File: config.mk
export PLATFORM = sky130hd
export DESIGN_NAME = spi_slave_mem_bridge
export DESIGN_NICKNAME = d
export VERILOG_FILES = /design/src/rtl/spi_slave_mem_bridge.sv
export SDC_FILE = /design/constraint.sdc
export NUM_CORES = 1
export LEC_CHECK = 0
export CORE_MARGIN = 4
export CORE_UTILIZATION = 45
export CTS_CLUSTER_SIZE = 20
export DETAILED_ROUTE_END_ITERATION = 10
export DONT_BUFFER_PORTS = 1
export GPL_TIMING_DRIVEN = 0
export HOLD_SLACK_MARGIN = 0.08
export PLACE_DENSITY = 0.71
export SLEW_MARGIN = 25
export SYNTH_ARGS = -nofsm -noshare
export SYNTH_HDL_FRONTEND = slang
export SYNTH_SLANG_ARGS = --single-unit
File: constraint.sdc
create_clock -name clk_i -period 2.5 [get_ports clk_i]
set_input_delay 0.375 -clock clk_i [delete_from_list [all_inputs] [get_ports clk_i]]
set_output_delay 0.375 -clock clk_i [all_outputs]
set_load 0.1 [all_outputs]
File: src/rtl/spi_slave_mem_bridge.sv
// spi_slave_mem_bridge: oversampled SPI slave that turns framed commands into memory-bus reads and writes
module spi_slave_mem_bridge #(
    parameter int ADDR_WIDTH  = 7,
    parameter int DATA_WIDTH  = 8,
    parameter int SPI_MODE    = 0,
    parameter int SYNC_STAGES = 2
) (
    input  logic                  clk_i,
    input  logic                  rst_ni,
    input  logic                  sck_i,
    input  logic                  cs_ni,
    input  logic                  sdi_i,
    output logic                  sdo_o,
    output logic                  sdo_oe_o,
    output logic [ADDR_WIDTH-1:0] addr_o,
    output logic [DATA_WIDTH-1:0] write_data_o,
    output logic                  write_en_o,
    output logic                  read_en_o,
    input  logic [DATA_WIDTH-1:0] read_data_i,
    input  logic                  read_valid_i,
    output logic                  busy_o,
    output logic                  frame_err_o,
    output logic                  rd_underrun_o
);
    localparam logic CPOL = SPI_MODE[1];
    localparam logic CPHA = SPI_MODE[0];
    localparam int RW = (ADDR_WIDTH > DATA_WIDTH) ? ADDR_WIDTH : DATA_WIDTH;
    localparam int CW = $clog2(RW + 1);

    typedef enum logic [1:0] {IDLE, CMD, ADDR, DATA} state_t;

    logic [SYNC_STAGES-1:0] sck_q, cs_q, sdi_q;
    logic                   sck_dly_q, cs_dly_q;
    state_t                 state_q, state_d;
    logic [CW-1:0]          cnt_q, cnt_d;
    logic [RW-2:0]          rx_q, rx_d;
    logic [DATA_WIDTH-1:0]  tx_q, tx_d, tx_now, wdata_q, wdata_d;
    logic [ADDR_WIDTH-1:0]  addr_q, addr_d;
    logic                   cmd_q, cmd_d, pend_q, pend_d, inc_q, inc_d, sdo_q, sdo_d;
    logic                   wen_q, wen_d, ren_q, ren_d, ferr_q, ferr_d, urun_q, urun_d;
    logic                   sck_s, cs_s, sdi_s, sample, shift, cs_fall, cs_rise, cap;

    assign sck_s   = sck_q[SYNC_STAGES-1];
    assign cs_s    = cs_q[SYNC_STAGES-1];
    assign sdi_s   = sdi_q[SYNC_STAGES-1];
    assign sample  = (CPOL == CPHA) ? (sck_s & ~sck_dly_q) : (~sck_s & sck_dly_q);
    assign shift   = (CPOL == CPHA) ? (~sck_s & sck_dly_q) : (sck_s & ~sck_dly_q);
    assign cs_fall = ~cs_s & cs_dly_q;
    assign cs_rise = cs_s & ~cs_dly_q;
    assign cap     = pend_q & read_valid_i;
    assign tx_now  = cap ? read_data_i : tx_q;

    assign sdo_oe_o      = (state_q == DATA) & cmd_q;
    assign sdo_o         = sdo_q & sdo_oe_o;
    assign addr_o        = addr_q;
    assign write_data_o  = wdata_q;
    assign write_en_o    = wen_q;
    assign read_en_o     = ren_q;
    assign busy_o        = state_q != IDLE;
    assign frame_err_o   = ferr_q;
    assign rd_underrun_o = urun_q;

    // Synchronise the pins and keep one extra delayed copy of SCK and CS for edge detection
    always_ff @(posedge clk_i) begin
        if (!rst_ni) begin
            sck_q     <= {SYNC_STAGES{CPOL}};
            cs_q      <= '1;
            sdi_q     <= '0;
            sck_dly_q <= CPOL;
            cs_dly_q  <= 1'b1;
        end else begin
            sck_q     <= {sck_q[SYNC_STAGES-2:0], sck_i};
            cs_q      <= {cs_q[SYNC_STAGES-2:0], cs_ni};
            sdi_q     <= {sdi_q[SYNC_STAGES-2:0], sdi_i};
            sck_dly_q <= sck_s;
            cs_dly_q  <= cs_s;
        end
    end

    // Frame state and datapath registers
    always_ff @(posedge clk_i) begin
        if (!rst_ni) begin
            state_q <= IDLE;
            cnt_q   <= '0;
            rx_q    <= '0;
            tx_q    <= '0;
            wdata_q <= '0;
            addr_q  <= '0;
            cmd_q   <= 1'b0;
            pend_q  <= 1'b0;
            inc_q   <= 1'b0;
            sdo_q   <= 1'b0;
            wen_q   <= 1'b0;
            ren_q   <= 1'b0;
            ferr_q  <= 1'b0;
            urun_q  <= 1'b0;
        end else begin
            state_q <= state_d;
            cnt_q   <= cnt_d;
            rx_q    <= rx_d;
            tx_q    <= tx_d;
            wdata_q <= wdata_d;
            addr_q  <= addr_d;
            cmd_q   <= cmd_d;
            pend_q  <= pend_d;
            inc_q   <= inc_d;
            sdo_q   <= sdo_d;
            wen_q   <= wen_d;
            ren_q   <= ren_d;
            ferr_q  <= ferr_d;
            urun_q  <= urun_d;
        end
    end

    // Next state: frame decode, bus strobes, read-data capture and MISO shifting
    always_comb begin
        state_d = state_q;
        cnt_d   = cnt_q;
        rx_d    = rx_q;
        tx_d    = tx_q;
        wdata_d = wdata_q;
        addr_d  = inc_q ? addr_q + ADDR_WIDTH'(1) : addr_q;
        cmd_d   = cmd_q;
        pend_d  = cap ? 1'b0 : pend_q;
        inc_d   = 1'b0;
        sdo_d   = sdo_q;
        wen_d   = 1'b0;
        ren_d   = 1'b0;
        ferr_d  = 1'b0;
        urun_d  = 1'b0;
        if (cap)
            tx_d = read_data_i;
        if (state_q == IDLE) begin
            sdo_d = 1'b0;
            if (cs_fall) begin
                state_d = CMD;
                cnt_d   = '0;
            end
        end else if (cs_rise) begin
            state_d = IDLE;
            pend_d  = 1'b0;
            ferr_d  = (state_q != DATA) || (cnt_q != '0);
        end else begin
            if (sample) begin
                rx_d  = {rx_q[RW-3:0], sdi_s};
                cnt_d = cnt_q + CW'(1);
                if (state_q == CMD) begin
                    cmd_d   = sdi_s;
                    state_d = ADDR;
                    cnt_d   = '0;
                end else if (state_q == ADDR && cnt_q == CW'(ADDR_WIDTH - 1)) begin
                    addr_d  = {rx_q[ADDR_WIDTH-2:0], sdi_s};
                    state_d = DATA;
                    cnt_d   = '0;
                    ren_d   = cmd_q;
                    pend_d  = cmd_q;
                end else if (state_q == DATA && cnt_q == CW'(DATA_WIDTH - 1)) begin
                    cnt_d   = '0;
                    addr_d  = cmd_q ? addr_q + ADDR_WIDTH'(1) : addr_q;
                    ren_d   = cmd_q;
                    pend_d  = cmd_q;
                    wdata_d = cmd_q ? wdata_q : {rx_q[DATA_WIDTH-2:0], sdi_s};
                    wen_d   = ~cmd_q;
                    inc_d   = ~cmd_q;
                end
            end
            if (shift && state_q == DATA && cmd_q) begin
                if (cnt_q == '0 && pend_q && !read_valid_i) begin
                    urun_d = 1'b1;
                    pend_d = 1'b0;
                    tx_d   = '0;
                    sdo_d  = 1'b0;
                end else begin
                    sdo_d = tx_now[DATA_WIDTH-1];
                    tx_d  = {tx_now[DATA_WIDTH-2:0], 1'b0};
                end
            end
        end
    end
endmodule

* Word-level counts from Yosys, hierarchy flattened
Index checks and enable logic that the tools add are counted.
Storage, ports and cells: input port bits 14, logic and storage cells 114, output and inout bits 22, flip-flop bits (word level) 51
Operators by class: bitwise gates (word level) 20, reductions and logical operators 26, multiplexer cells 39, equality and inequality tests 9, add/subtract/negate cells 2
Operators by type and width (count):
- $mux W7 | 8
- $mux W8 | 5
- $mux W4 | 7
- $mux W1 | 13
- $not A1 Y1 | 13
- $mux W2 | 6
- $reduce_and A3 Y1 | 3
- $eq A4 B3 Y1 const B | 2
- $reduce_bool A4 Y1 | 2
- $add A7 B1 Y7 const B | 1
- $and A1 B1 Y1 | 7
- $ne A7 B7 Y1 const B | 1
- $reduce_and A7 Y1 | 1
- $reduce_or A7 Y1 | 1
- $logic_and A1 B1 Y1 | 6
- $reduce_or A5 Y1 | 1
- $add A4 B1 Y4 const B | 1
- $eq A2 B2 Y1 const B | 2
- $logic_not A4 Y1 | 1
- $ne A2 B2 Y1 const B | 2
- $reduce_and A4 Y1 | 1
- $reduce_bool A2 Y1 | 2
- $reduce_or A4 Y1 | 1
- $reduce_bool A3 Y1 | 1
- 8 further kinds | 8

* Longest topological paths before layout
depth in word-level cells 10, mapped depth 8

* Worst setup path before layout
OpenSTA, ideal clock, no wires.
kind flip-flop to flip-flop, start point register addr_q[1] (netlist: addr_o[1]), end point register addr_q[6] (netlist: addr_o[6]), clock period less this slack 2.192 ns, slack 0.308 ns, setup time 0.076 ns, cell stages (with the launch flop) 7, arrival 2.116 ns, path through dfxtp_1 ha_1 nand2_1 or3_1 a2bb2oi_1 a21oi_1 a21boi_0
On the way: cells in the longest elaborated chain, start to end 8, elaborated cells between the ends (all ways) 9, those cells by class add/sub: 1; mux: 8
Ends and longest elaborated chain:
- start: declaration | line 38 | logic [ADDR_WIDTH-1:0] addr_q, addr_d;
- start signal: assignment | line 103 | addr_q <= addr_d;
- $add A7 B1 Y7 * | line 122, 159
- $mux W7, on equally long branches | line 122, 159
- $mux W7 | line 157 | end else if (state_q == DATA && cnt_q == CW'(DATA_WIDTH - 1)) begin
- $mux W7 | line 151 | end else if (state_q == ADDR && cnt_q == CW'(ADDR_WIDTH - 1)) begin
- $mux W7 | line 147 | if (state_q == CMD) begin
- $mux W7 | line 144 | if (sample) begin
- $mux W7 | line 139 | end else if (cs_rise) begin
- $mux W7 * | line 133 | if (state_q == IDLE) begin
Every way passes the cells marked *; elsewhere a longest branch is shown, timed or not. The select of a mux whose other input is x is not followed. A chain may end at the register's enable or synchronous reset.

* Worst setup path in the final report
start point register state_q[0], end point output sdo_o
On the way: cells in the longest elaborated chain, start to end 3
Ends and longest elaborated chain:
- start: declaration | line 34 | state_t state_q, state_d;
- start signal: assignment | line 98 | state_q <= state_d;
- $eq A2 B2 Y1 | line 53 | assign sdo_oe_o = (state_q == DATA) & cmd_q;
- $and A1 B1 Y1 | line 53
- via sdo_oe_o | line 14 | output logic sdo_oe_o,
- $and A1 B1 Y1 | line 54 | assign sdo_o = sdo_q & sdo_oe_o;
- end: declaration | line 13 | output logic sdo_o,
The timed path passes the listed nets, and every way through them passes these cells.

==> impl_metrics.tcl <==
set metrics [dict create \
    reg2regPathDepth 7 \
    crit_slowest_cell "and2_1" \
    status "finished clean" \
    ys_ff_latch 51 \
    hold_depth 1 \
    path_cells "buf_6, and3_4, and2_1" \
    vias 1993 \
    critical_path_class "register to output port" \
    avgViaCountPerCell 5.65 \
    cp-startpoint "state_q[0]" \
    max_stage_delay_ns 0.82 \
    start_util_pct 47.1 \
    worst_slew_pin_slew_ns 1.06 \
    avgSynthCellArea_um2 8.86 \
    rsz0062_at_grt "no" \
    min_from "cs_ni" \
    syn_inst 275 \
    wl_per_cell_um 15.0 \
    syn-num-nets 293 \
    synth-edff-count 0 \
    cp-end-kind "output port" \
    hold_violations 0 \
    p_leak_uw 0.000940 \
    firstDrtPassIters 4 \
    grt_pass1_wl_mm 8.94 \
    nets 300 \
    num_rows 26 \
    drv_slew 0 \
    clock-skew-final_ns 0.00523 \
    max-cap-violations 0 \
    die_y_um 81.6 \
    hp-class "primary input to register" \
    vdd_drop_max_uv 331 \
    yosysWarnings 0 \
    worst_hold_slack_ns 0.157 \
    clk_latency_ns 0.31 \
    drt-total-wl_mm 5.28 \
    drive_above_1_share_pct 9.89 \
    critical_path.top_delay_family "simple AND/OR/NAND/NOR gates" \
    gr-total-overflow 0 \
    worstPathArrival_ns 2.03 \
    rr_startpoint "state_q[0]" \
    period_minus_slack_ns 2.40 \
    diodes 0 \
    max-slew-margin-rel_pct 29.5 \
    drt-initial-drc-count 115 \
    area_growth_pct 7.86 \
    die_w_um 81.6 \
    ant_nets 0 \
    synth.yosys.seq_area_share_pct 41.9 \
    critPathBufInv 1 \
    clk_path_buf_depth 2 \
    path_depth 3 \
    synthTopCellsByArea "dfxtp_1, mux2i_1, a21boi_0, nand2_1, nor2b_1" \
    required_ns 2.12 \
    worstPathMaxFanout 10 \
    cts_tree "yes" \
    critPathLaunchType "register" \
    power_density_nw_per_um2 528 \
    clock.fmax_mhz 416 \
    period_share_pct 96.2 \
    p_total_uw 1390 \
    htree_levels 2 \
    setup_tns_ns 0 \
    setup_viol 0 \
    numCtsBuffers 5 \
    io_buffers 0 \
    synth.distinct_cells 47 \
    io_pins 36 \
    synth_area_um2 2440 \
    grt_pass1_vias 1915 \
    drc 0 \
    yosys_most_used_dff "dfxtp_1" \
    cts_root_buf "clkbuf_8" \
    grtUsageTotal_pct 17.3 \
    async_reset_ff_share_pct 0 \
    antenna_found_initial 0 \
    dpl.hpwl_mm 3.90 \
    grt_max_degree 19 \
    coreArea_um2 5170 \
    clock_sinks 51 \
    synth_top_area_share_pct 41.9 \
    yosysTopAreaCell "dfxtp_1" \
    clkTransAtPathRegs_ns 0.10 \
    dieArea_um2 6650 \
    gp_congestion 0.886 \
]
-- flip-flops by register name, summed over array words and instances, names as in the netlist, 2 cells and up --
register,flops
cs_q,2
tx_q,8
rx_q,7
cnt_q,4
sdi_q,2
sck_q,2
addr_o,7
state_q,2
write_data_o,8
-- path summary, 6_finish.rpt --
| path | endpoint | slack [ns] |
|---|---|---|
| worst max-delay path | sdo_o | 0.1 |
| worst min-delay path | cs_q[0] | 0.16 |
| worst max register to register | sdo_q | 0.39 |
| worst min register to register | cs_q[1] | 0.42 |
-- worst reg2reg max path: cells and delay by family (launching register included) --
family,cells,cell delay [ns]
buffers and inverters,2,0.31
AOI/OAI and AO/OA,1,0.13
DFF,1,0.35
and+or+nand+nor,4,1.27
-- per-layer routing --
| metal | share of wire (%) | vias to the layer above | global-route usage, % | wire (um) |
|---|---|---|---|---|
| met2 | 46 | 54 | 27.8 | 2430 |
| met5 | 0 | - | 0 | 0 |
| met4 | 2.0 | 0 | 6.64 | 106 |
| li1 | - | 1000 | - | - |
| met3 | 6.0 | 10 | 4.28 | 315 |
| met1 | 46 | 929 | 22.3 | 2420 |
-- power by group --
part           leakage [uW]  switching, uW  total (uW)  internal, uW
Clock             0.0000495            299         507           208
Sequential         0.000416           3.86         822           818
Combinational      0.000474           37.7        57.2          19.5
-- cell usage in the layout, fill, tap and decap left out, drive strengths merged, types with 2 or more instances in the layout --
cell	count
buf	7
clkbuf	15
nand2	33
nor2b	13
nand2b	6
nand3	10
and2	9
nor3b	2
nand4	3
a31oi	2
nand4b	3
mux2	2
or3	7
nor4	6
xnor2	2
a21oi	10
mux2i	16
nand3b	3
o21ai	13
a2bb2oi	6
a211oi	2
ha	4
and3	6
inv	10
a21boi	18
nor2	5
dfxtp	51
nor3	5
a311o	2
-- what timing repair did --
action	4_1_cts	5_1_grt
endpoints found under the setup margin	0	1
hold buffers	0	0
gates resized for setup	0	2
hold endpoints to repair	0	0
buffers inserted	0	0
-- final cells by class --
type	count	area, um2
plain buffers	17	80.1
clock inverters	3	26.3
multi-input cells	200	1310
flip-flops and latches	51	1030
well taps	70	87.6
inverters	7	26.3
clock buffers	5	68.8
fillers	498	2540
-- through the flow --
| step | setup WS (ns) | instance area (um2) | utilization [%] | instances |
|---|---|---|---|---|
| 2_1_floorplan | 0.308 | 2440 | - | 275 |
| 3_3_place_gp | 0.144 | 2520 | 48.8 | 345 |
| 3_5_place_dp | 0.112 | 2520 | 48.8 | 345 |
| 4_1_cts | 0.0835 | 2620 | 50.6 | 353 |
| 5_1_grt | 0.0313 | 2630 | 50.8 | 353 |
| 6_report | 0.0957 | 2630 | 50.8 | 353 |
-- synthesized netlist by cell type, types with 2 or more instances --
master	instances
a211oi_1	2
a21boi_0	17
a21oi_1	9
a2bb2oi_1	6
a311o_1	2
a31oi_1	2
and2_1	9
and3_1	5
buf_2	6
clkbuf_1	9
dfxtp_1	51
ha_1	4
inv_1	7
mux2_2	2
mux2i_1	16
nand2_1	33
nand2b_1	6
nand3_1	10
nand3b_1	3
nand4_1	3
nand4b_1	3
nor2_1	5
nor2b_1	12
nor3_1	5
nor3b_1	2
nor4_1	6
o21ai_0	13
or3_1	7
xnor2_1	2
-- cells by family after synthesis --
| kind of cell | Yosys count | share of synthesized area, % |
|---|---|---|
| and+or+nand+nor | 115 | 26.2 |
| DFF | 51 | 41.9 |
| AOI/OAI and AO/OA | 61 | 17.3 |
| xor gates and xnor gates | 2 | 0.719 |
| muxes | 18 | 7.50 |
| buffers and inverters | 24 | 4.37 |
| adders and majority gates | 4 | 2.05 |
Note: power is estimated with default switching activity, not from simulation.
